File: src/rtl/meshed_network_pkg.sv
// Shared definitions for the meshed-network data writer.
// Holds the header field layout, beat/page constants, the writer FSM state
// type and the stream/AXI struct views used when flat ports get bundled.
package meshed_network_pkg;

    // Header beat layout
    localparam int unsigned HdrAddrLsb  = 0;
    localparam int unsigned HdrLenLsb   = 48;
    localparam int unsigned HdrLenWidth = 16;

    localparam int unsigned BytesPerBeat = 8;
    localparam int unsigned PageBytes    = 4096;

    // Burst length in beats, 1..256 needs 9 bits
    localparam int unsigned BurstWidth = 9;

    typedef enum logic [2:0] {
        StIdle,
        StAw,
        StW,
        StB,
        StDrain
    } wr_state_e;

    typedef struct packed {
        logic        tvalid;
        logic [63:0] tdata;
        logic        tlast;
    } axis_beat_t;

    typedef struct packed {
        logic [3:0]  id;
        logic [47:0] addr;
        logic [7:0]  len;
        logic [2:0]  size;
        logic [1:0]  burst;
        logic        valid;
    } axi_aw_t;

    typedef struct packed {
        logic [63:0] data;
        logic [7:0]  strb;
        logic        last;
        logic        valid;
    } axi_w_t;

endpackage

File: src/rtl/meshed_network_burst_splitter.sv
// Combinational burst sizing for the data writer.
// Ports:
//   page_off_i        - low 12 bits of the current write address
//   beats_remaining_i - payload beats still to be written
//   burst_beats_o     - beats in the next burst: min(remaining, MaxBurstBeats,
//                       beats left before the next 4 KiB boundary)
module meshed_network_burst_splitter
    import meshed_network_pkg::*;
#(
    parameter int unsigned MaxBurstBeats = 256
) (
    input  logic [11:0]            page_off_i,
    input  logic [HdrLenWidth-1:0] beats_remaining_i,
    output logic [BurstWidth-1:0]  burst_beats_o
);

    logic [12:0]            page_bytes;
    logic [HdrLenWidth-1:0] page_beats;
    logic [HdrLenWidth-1:0] max_beats;
    logic [HdrLenWidth-1:0] cand;
    logic [HdrLenWidth-1:0] result;

    always_comb begin
        page_bytes = 13'(PageBytes) - {1'b0, page_off_i};
        page_beats = HdrLenWidth'(page_bytes >> 3);
        max_beats  = HdrLenWidth'(MaxBurstBeats);

        cand   = (beats_remaining_i < max_beats) ? beats_remaining_i : max_beats;
        result = (cand < page_beats) ? cand : page_beats;

        burst_beats_o = BurstWidth'(result);
    end

endmodule

File: src/rtl/meshed_network_data_writer.sv
// Ingress depacketizer: turns a header+payload AXI-Stream packet into AXI4
// write bursts (AW/W/B) that never cross a 4 KiB page.
// Ports:
//   clk_i, rst_i            - clock, asynchronous active-high reset
//   s_axis_*                - ingress stream (header beat, then payload)
//   aw_*, w_*, b_*          - AXI4 master write channels
//   busy_o                  - FSM not idle
//   done_o                  - one-cycle pulse after the last burst response
//   err_o / err_clr_i       - sticky header/framing/response error and its clear
module meshed_network_data_writer
    import meshed_network_pkg::*;
#(
    parameter int unsigned AddrWidth     = 48,
    parameter int unsigned DataWidth     = 64,
    parameter int unsigned IdWidth       = 4,
    parameter int unsigned AxiId         = 0,
    parameter int unsigned MaxBurstBeats = 256
) (
    input  logic                   clk_i,
    input  logic                   rst_i,
    input  logic                   s_axis_tvalid_i,
    output logic                   s_axis_tready_o,
    input  logic [DataWidth-1:0]   s_axis_tdata_i,
    input  logic                   s_axis_tlast_i,
    output logic [IdWidth-1:0]     aw_id_o,
    output logic [AddrWidth-1:0]   aw_addr_o,
    output logic [7:0]             aw_len_o,
    output logic [2:0]             aw_size_o,
    output logic [1:0]             aw_burst_o,
    output logic                   aw_valid_o,
    input  logic                   aw_ready_i,
    output logic [DataWidth-1:0]   w_data_o,
    output logic [DataWidth/8-1:0] w_strb_o,
    output logic                   w_last_o,
    output logic                   w_valid_o,
    input  logic                   w_ready_i,
    input  logic [1:0]             b_resp_i,
    input  logic                   b_valid_i,
    output logic                   b_ready_o,
    output logic                   busy_o,
    output logic                   done_o,
    output logic                   err_o,
    input  logic                   err_clr_i
);

    wr_state_e              state_q, state_d;
    logic [AddrWidth-1:0]   addr_q, addr_d;
    logic [HdrLenWidth-1:0] rem_q, rem_d;
    logic [BurstWidth-1:0]  burst_q, burst_d;
    logic [BurstWidth-1:0]  cnt_q, cnt_d;
    logic                   drain_q, drain_d;
    logic                   done_q, done_d;
    logic                   err_q, err_d;

    logic [BurstWidth-1:0]  split_beats;
    logic [AddrWidth-1:0]   hdr_addr;
    logic [HdrLenWidth-1:0] hdr_len;
    logic                   hdr_ok;
    logic                   burst_last;
    logic                   pkt_last;
    logic                   tready;
    logic                   err_set;

    meshed_network_burst_splitter #(
        .MaxBurstBeats(MaxBurstBeats)
    ) u_splitter (
        .page_off_i       (addr_q[11:0]),
        .beats_remaining_i(rem_q),
        .burst_beats_o    (split_beats)
    );

    assign hdr_addr = s_axis_tdata_i[HdrAddrLsb +: AddrWidth];
    assign hdr_len  = s_axis_tdata_i[HdrLenLsb +: HdrLenWidth];
    assign hdr_ok   = (hdr_addr[2:0] == 3'd0) && (hdr_len != '0) && (hdr_len[2:0] == 3'd0);

    assign burst_last = (cnt_q == burst_q - BurstWidth'(1));
    // Last beat of the whole packet: last beat of a burst that consumes all remaining beats
    assign pkt_last   = burst_last && (rem_q == HdrLenWidth'(burst_q));

    always_comb begin
        state_d    = state_q;
        addr_d     = addr_q;
        rem_d      = rem_q;
        burst_d    = burst_q;
        cnt_d      = cnt_q;
        drain_d    = drain_q;
        done_d     = 1'b0;
        err_set    = 1'b0;
        tready     = 1'b0;
        aw_valid_o = 1'b0;
        w_valid_o  = 1'b0;
        w_last_o   = 1'b0;
        b_ready_o  = 1'b0;

        case (state_q)
            StIdle: begin
                tready = 1'b1;
                if (s_axis_tvalid_i) begin
                    if (hdr_ok) begin
                        addr_d  = hdr_addr;
                        rem_d   = hdr_len >> 3;
                        drain_d = 1'b0;
                        state_d = StAw;
                    end else begin
                        err_set = 1'b1;
                        state_d = s_axis_tlast_i ? StIdle : StDrain;
                    end
                end
            end
            StAw: begin
                aw_valid_o = 1'b1;
                if (aw_ready_i) begin
                    burst_d = split_beats;
                    cnt_d   = '0;
                    state_d = StW;
                end
            end
            StW: begin
                w_valid_o = s_axis_tvalid_i;
                tready    = w_ready_i;
                w_last_o  = burst_last;
                if (s_axis_tvalid_i && w_ready_i) begin
                    cnt_d = cnt_q + BurstWidth'(1);
                    if (s_axis_tlast_i && !pkt_last) begin
                        err_set = 1'b1;
                    end
                    if (burst_last) begin
                        addr_d  = addr_q + (AddrWidth'(burst_q) << 3);
                        rem_d   = rem_q - HdrLenWidth'(burst_q);
                        state_d = StB;
                        // Length ran out before tlast: discard the rest once the burst retires
                        if (pkt_last && !s_axis_tlast_i) begin
                            err_set = 1'b1;
                            drain_d = 1'b1;
                        end
                    end
                end
            end
            StB: begin
                b_ready_o = 1'b1;
                if (b_valid_i) begin
                    if (b_resp_i != 2'b00) begin
                        err_set = 1'b1;
                    end
                    if (rem_q != '0) begin
                        state_d = StAw;
                    end else begin
                        done_d  = 1'b1;
                        state_d = drain_q ? StDrain : StIdle;
                    end
                end
            end
            StDrain: begin
                tready = 1'b1;
                if (s_axis_tvalid_i && s_axis_tlast_i) begin
                    state_d = StIdle;
                end
            end
            default: state_d = StIdle;
        endcase

        err_d = err_set ? 1'b1 : (err_clr_i ? 1'b0 : err_q);
    end

    always_ff @(posedge clk_i or posedge rst_i) begin
        if (rst_i) begin
            state_q <= StIdle;
            addr_q  <= '0;
            rem_q   <= '0;
            burst_q <= '0;
            cnt_q   <= '0;
            drain_q <= 1'b0;
            done_q  <= 1'b0;
            err_q   <= 1'b0;
        end else begin
            state_q <= state_d;
            addr_q  <= addr_d;
            rem_q   <= rem_d;
            burst_q <= burst_d;
            cnt_q   <= cnt_d;
            drain_q <= drain_d;
            done_q  <= done_d;
            err_q   <= err_d;
        end
    end

    // Gate ready with reset so the stream sees no acceptance while reset is held
    assign s_axis_tready_o = tready & ~rst_i;
    assign w_data_o        = s_axis_tdata_i;
    assign w_strb_o        = '1;
    assign aw_id_o         = IdWidth'(AxiId);
    assign aw_addr_o       = addr_q;
    assign aw_len_o        = 8'(split_beats - BurstWidth'(1));
    assign aw_size_o       = 3'd3;
    assign aw_burst_o      = 2'b01;
    assign busy_o          = (state_q != StIdle);
    assign done_o          = done_q;
    assign err_o           = err_q;

endmodule

File: config.mk
export PLATFORM = sky130hd
export DESIGN_NAME = meshed_network_data_writer
export DESIGN_NICKNAME = d
export VERILOG_FILES = /design/src/rtl/meshed_network_pkg.sv /design/src/rtl/meshed_network_burst_splitter.sv /design/src/rtl/meshed_network_data_writer.sv
export SDC_FILE = /design/constraint.sdc
export NUM_CORES = 1
export LEC_CHECK = 0
export BUFFER_PORTS_ARGS = -buffer_cell sky130_fd_sc_hd__buf_2
export CORE_MARGIN = 2
export CORE_UTILIZATION = 40
export DETAILED_ROUTE_END_ITERATION = 16
export GPL_TIMING_DRIVEN = 0
export PLACE_DENSITY = 0.61
export SLEW_MARGIN = 20
export SYNTH_ARGS = -nofsm -noshare
export SYNTH_HDL_FRONTEND = slang
export SYNTH_HIERARCHICAL = 1
export SYNTH_SLANG_ARGS = --single-unit
File: constraint.sdc
create_clock -name clk_i -period 4.94 [get_ports clk_i]
set_clock_uncertainty 0.05 [all_clocks]
set_input_delay 0.247 -clock clk_i [delete_from_list [all_inputs] [get_ports clk_i]]
set_output_delay 0.247 -clock clk_i [all_outputs]
set_load 0.02 [all_outputs]
==> flow_metrics.tcl <==
set metrics [dict create \
    p_leak_nw 4.45 \
    intPower_w 0.00224 \
    r2r_cells 10 \
    track_usage_pct 25.4 \
    hold_path.class "in2reg" \
    max-cap-violations 0 \
    path_class "reg2out" \
    ys_ff_latch 88 \
    nets 1266 \
    grt.busiest_layer "met2" \
    setup_viol 0 \
    final_antenna_net_count 0 \
    switching_power_w 0.00189 \
    grt-ovfl-total 0 \
    clk_latency_ns 0.35 \
    synth.distinct_cells 79 \
    power.density_nw_per_um2 452 \
    cts_tree "built" \
    wl_per_cell_um 18.2 \
    fmax_mhz 216 \
    maxSlewHeadroom_pct 26.2 \
    root_buffer "clkbuf_16" \
    drv_slew 0 \
    status "finished, final reports clean" \
    power_w 0.00413 \
    synthSimpleGateAreaFrac_pct 22.1 \
    postRouteWirelength_um 25300 \
    worst_setup_path_end_kind "primary output" \
    die_y_um 140 \
    grt_pass1_wl_um 39500 \
    min_to "state_q[1]" \
    final_common_cell "buf_2" \
    finalCritPeriodShare_pct 93.9 \
    clk_pin_slew_worst_paths_ns 0.07 \
    fin_crit_ns 4.64 \
    vdd_drop_max_v 0.000352 \
    grt_pass1_vias 7088 \
    yosysSeqAreaShare_pct 29.9 \
    drt_iter0_drc 538 \
    area_growth_pct 24.3 \
    core_um2 18000 \
    rows 49 \
    gp_congestion 0.917 \
    r2r_setup_slack_ns 0.82 \
    synthXorXnorAreaFrac_pct 4.51 \
    numCtsBuffers 9 \
    tightest_slew_ns 1.10 \
    drive_gt1_share_pct 29.8 \
    cpPeakStageDelay_ns 0.54 \
    arrival_ns 4.34 \
    fin_tns_setup_ns 0 \
    utilization_pct 50.7 \
    synthCells 928 \
    vias_per_cell 5.50 \
    min_from "b_valid_i" \
    synthMuxAreaShare_pct 2.04 \
    synthesis.yosys.warnings 6 \
    sequentialPowerShare_pct 29.3 \
    dp.cells 1375 \
    rsz0062_at_grt "false" \
    synth_top_family_by_area "compound AO/OA/AOI/OAI gates" \
    synth_ff_type "dfrtp_1" \
    crit_required_ns 4.64 \
    synth-async-reset-ratio_pct 100 \
    dieArea_um2 19500 \
    crit_chain "or4_4 -> buf_6 -> nand2b_4 -> or3_4 -> xnor2_2 -> ha_1 -> nand2_1 -> nor3_2 -> o2111ai_1 -> o221ai_1 -> buf_6 -> mux2i_4 -> inv_1 -> ha_1 -> nand2_1 -> xnor2_1 -> buf_2" \
    synth_edf_count 0 \
    p_sw_share_pct 45.8 \
    p_clk_share_pct 19.0 \
    path_depth 17 \
    hpwl_um 19500 \
    whs_ns 0.111 \
    hold_path_depth 2 \
    layout_common_cells "213 x buf_2, 99 x a21oi_1, 88 x dfrtp_1, 84 x nand2_1, 84 x nor2_1" \
    crit_slowest_cell "or4_4" \
    r2r-start "burst_q[1]" \
    met3_usage_pct 3.89 \
    synth_compound_area_share_pct 22.4 \
    drt_pass1_iterations 5 \
    synth_area_um2 7360 \
    io_pins 219 \
    grt_antenna_before_repair 0 \
    cpLargestDelayFamily "simple AND/OR/NAND/NOR gates" \
    synth-adder-area-share_pct 5.99 \
    grt_use_met1_pct 35.1 \
    path_max_fanout 9 \
    layout.cells.non_filler 1392 \
    worst-path-buf-inv 4 \
    antenna_cells 0 \
    hold_viol 0 \
    die_x_um 140 \
    start_util_pct 40.8 \
    worst_r2r_endpoint "aw_addr_o[11]" \
    clock_path_buffers 2 \
    comb_power_share_pct 51.8 \
    drc 0 \
    grt_use_met2_pct 41.3 \
    htree_num_levels 3 \
    syn_avg_cell_area_um2 7.93 \
    vias 7658 \
    io_buffers 201 \
    clock-sinks 88 \
    grt_max_degree 53 \
    crit_path_start_kind "register" \
]
-- power groups by stage --
stage	clock, W	sequential, W	combinational, W
6_report	0.000785	0.00121	0.00214
3_3_place_gp	0	0.00121	0.00207
4_1_cts	0.000785	0.00120	0.00210
3_5_place_dp	0	0.00121	0.00208
5_1_grt	0.000812	0.00124	0.00238
2_1_floorplan	0	0.00125	0.00142
-- flip-flops by register name, indices dropped and copies added, names as in the netlist --
signal,flops
done_o,1
err_o,1
burst_q,9
aw_addr_o,48
state_q,3
drain_q,1
rem_q,16
cnt_q,9
-- per-layer routing --
metal,vias up,share of wire (%)
li1,3700,-
met1,3612,44
met2,307,47
met3,39,6.9
met4,0,2.6
met5,-,0
-- final cells by class --
| cell class | count | area (um^2) |
|---|---|---|
| Clock buffer | 12 | 256 |
| Fill cell | 1843 | 8880 |
| Sequential cell | 88 | 2200 |
| Multi-Input combinational cell | 692 | 4310 |
| Timing Repair Buffer | 204 | 1050 |
| Tap cell | 229 | 287 |
| Buffer | 125 | 813 |
| Clock inverter | 4 | 76.3 |
| Inverter | 38 | 148 |
-- timing repair --
item	in CTS	in global routing
hold buffers	1	0
endpoints found under the hold margin	36	0
gates resized for setup	2	9
endpoints found under the setup margin	3	7
setup buffers	0	0
-- synth_stat cells (9+ instances only) --
library cell	count	area (um^2)
dfrtp_1	88	2200
a211oi_1	9	67.6
nand4_1	14	87.6
nand3_1	26	130
nand2_1	84	315
a31oi_1	10	62.6
o21ai_0	58	290
o22ai_1	9	56.3
a21oi_1	99	495
xnor2_1	20	175
nor3_1	23	115
clkbuf_1	29	109
ha_1	32	400
or4_1	9	67.6
a21o_1	10	75.1
buf_2	12	60.1
mux2i_1	15	150
inv_1	38	143
and3_1	17	106
xor2_1	16	140
nor2_1	84	315
buf_4	82	616
or3_1	12	75.1
nor4_1	9	56.3
-- logic make-up (layout without fill, tap and decap cells) --
group | after synthesis | in the layout
buf+inv | 163 | 383
xor+xnor | 37 | 37
fa+ha+maj | 34 | 34
simple gates | 324 | 324
other cells | 3 | 18
mux | 15 | 15
flops | 88 | 88
compound gates | 264 | 264
-- how the worst max path moves through the flow --
stage | slack, ns | startpoint | endpoint
final | 0.30 | aw_addr_o[0] | aw_len_o[4]
after global routing | 0.02 | aw_addr_o[0] | aw_len_o[4]
after CTS | 0.04 | aw_addr_o[0] | aw_len_o[6]
after detailed placement | 0.34 | aw_addr_o[0] | aw_len_o[6]
after global placement | 0.37 | aw_addr_o[0] | aw_len_o[6]
after floorplan | 0.57 | aw_addr_o[0] | aw_len_o[2]
-- per-stage QoR --
step	area, um^2	setup slack [ns]
after detailed placement	8750	0.338
final	9140	0.300
after floorplan	7410	0.573
after global routing	9140	0.0190
after global placement	8710	0.370
after CTS	9100	0.0392
No activity file was read; power rests on OpenSTA's default activity.
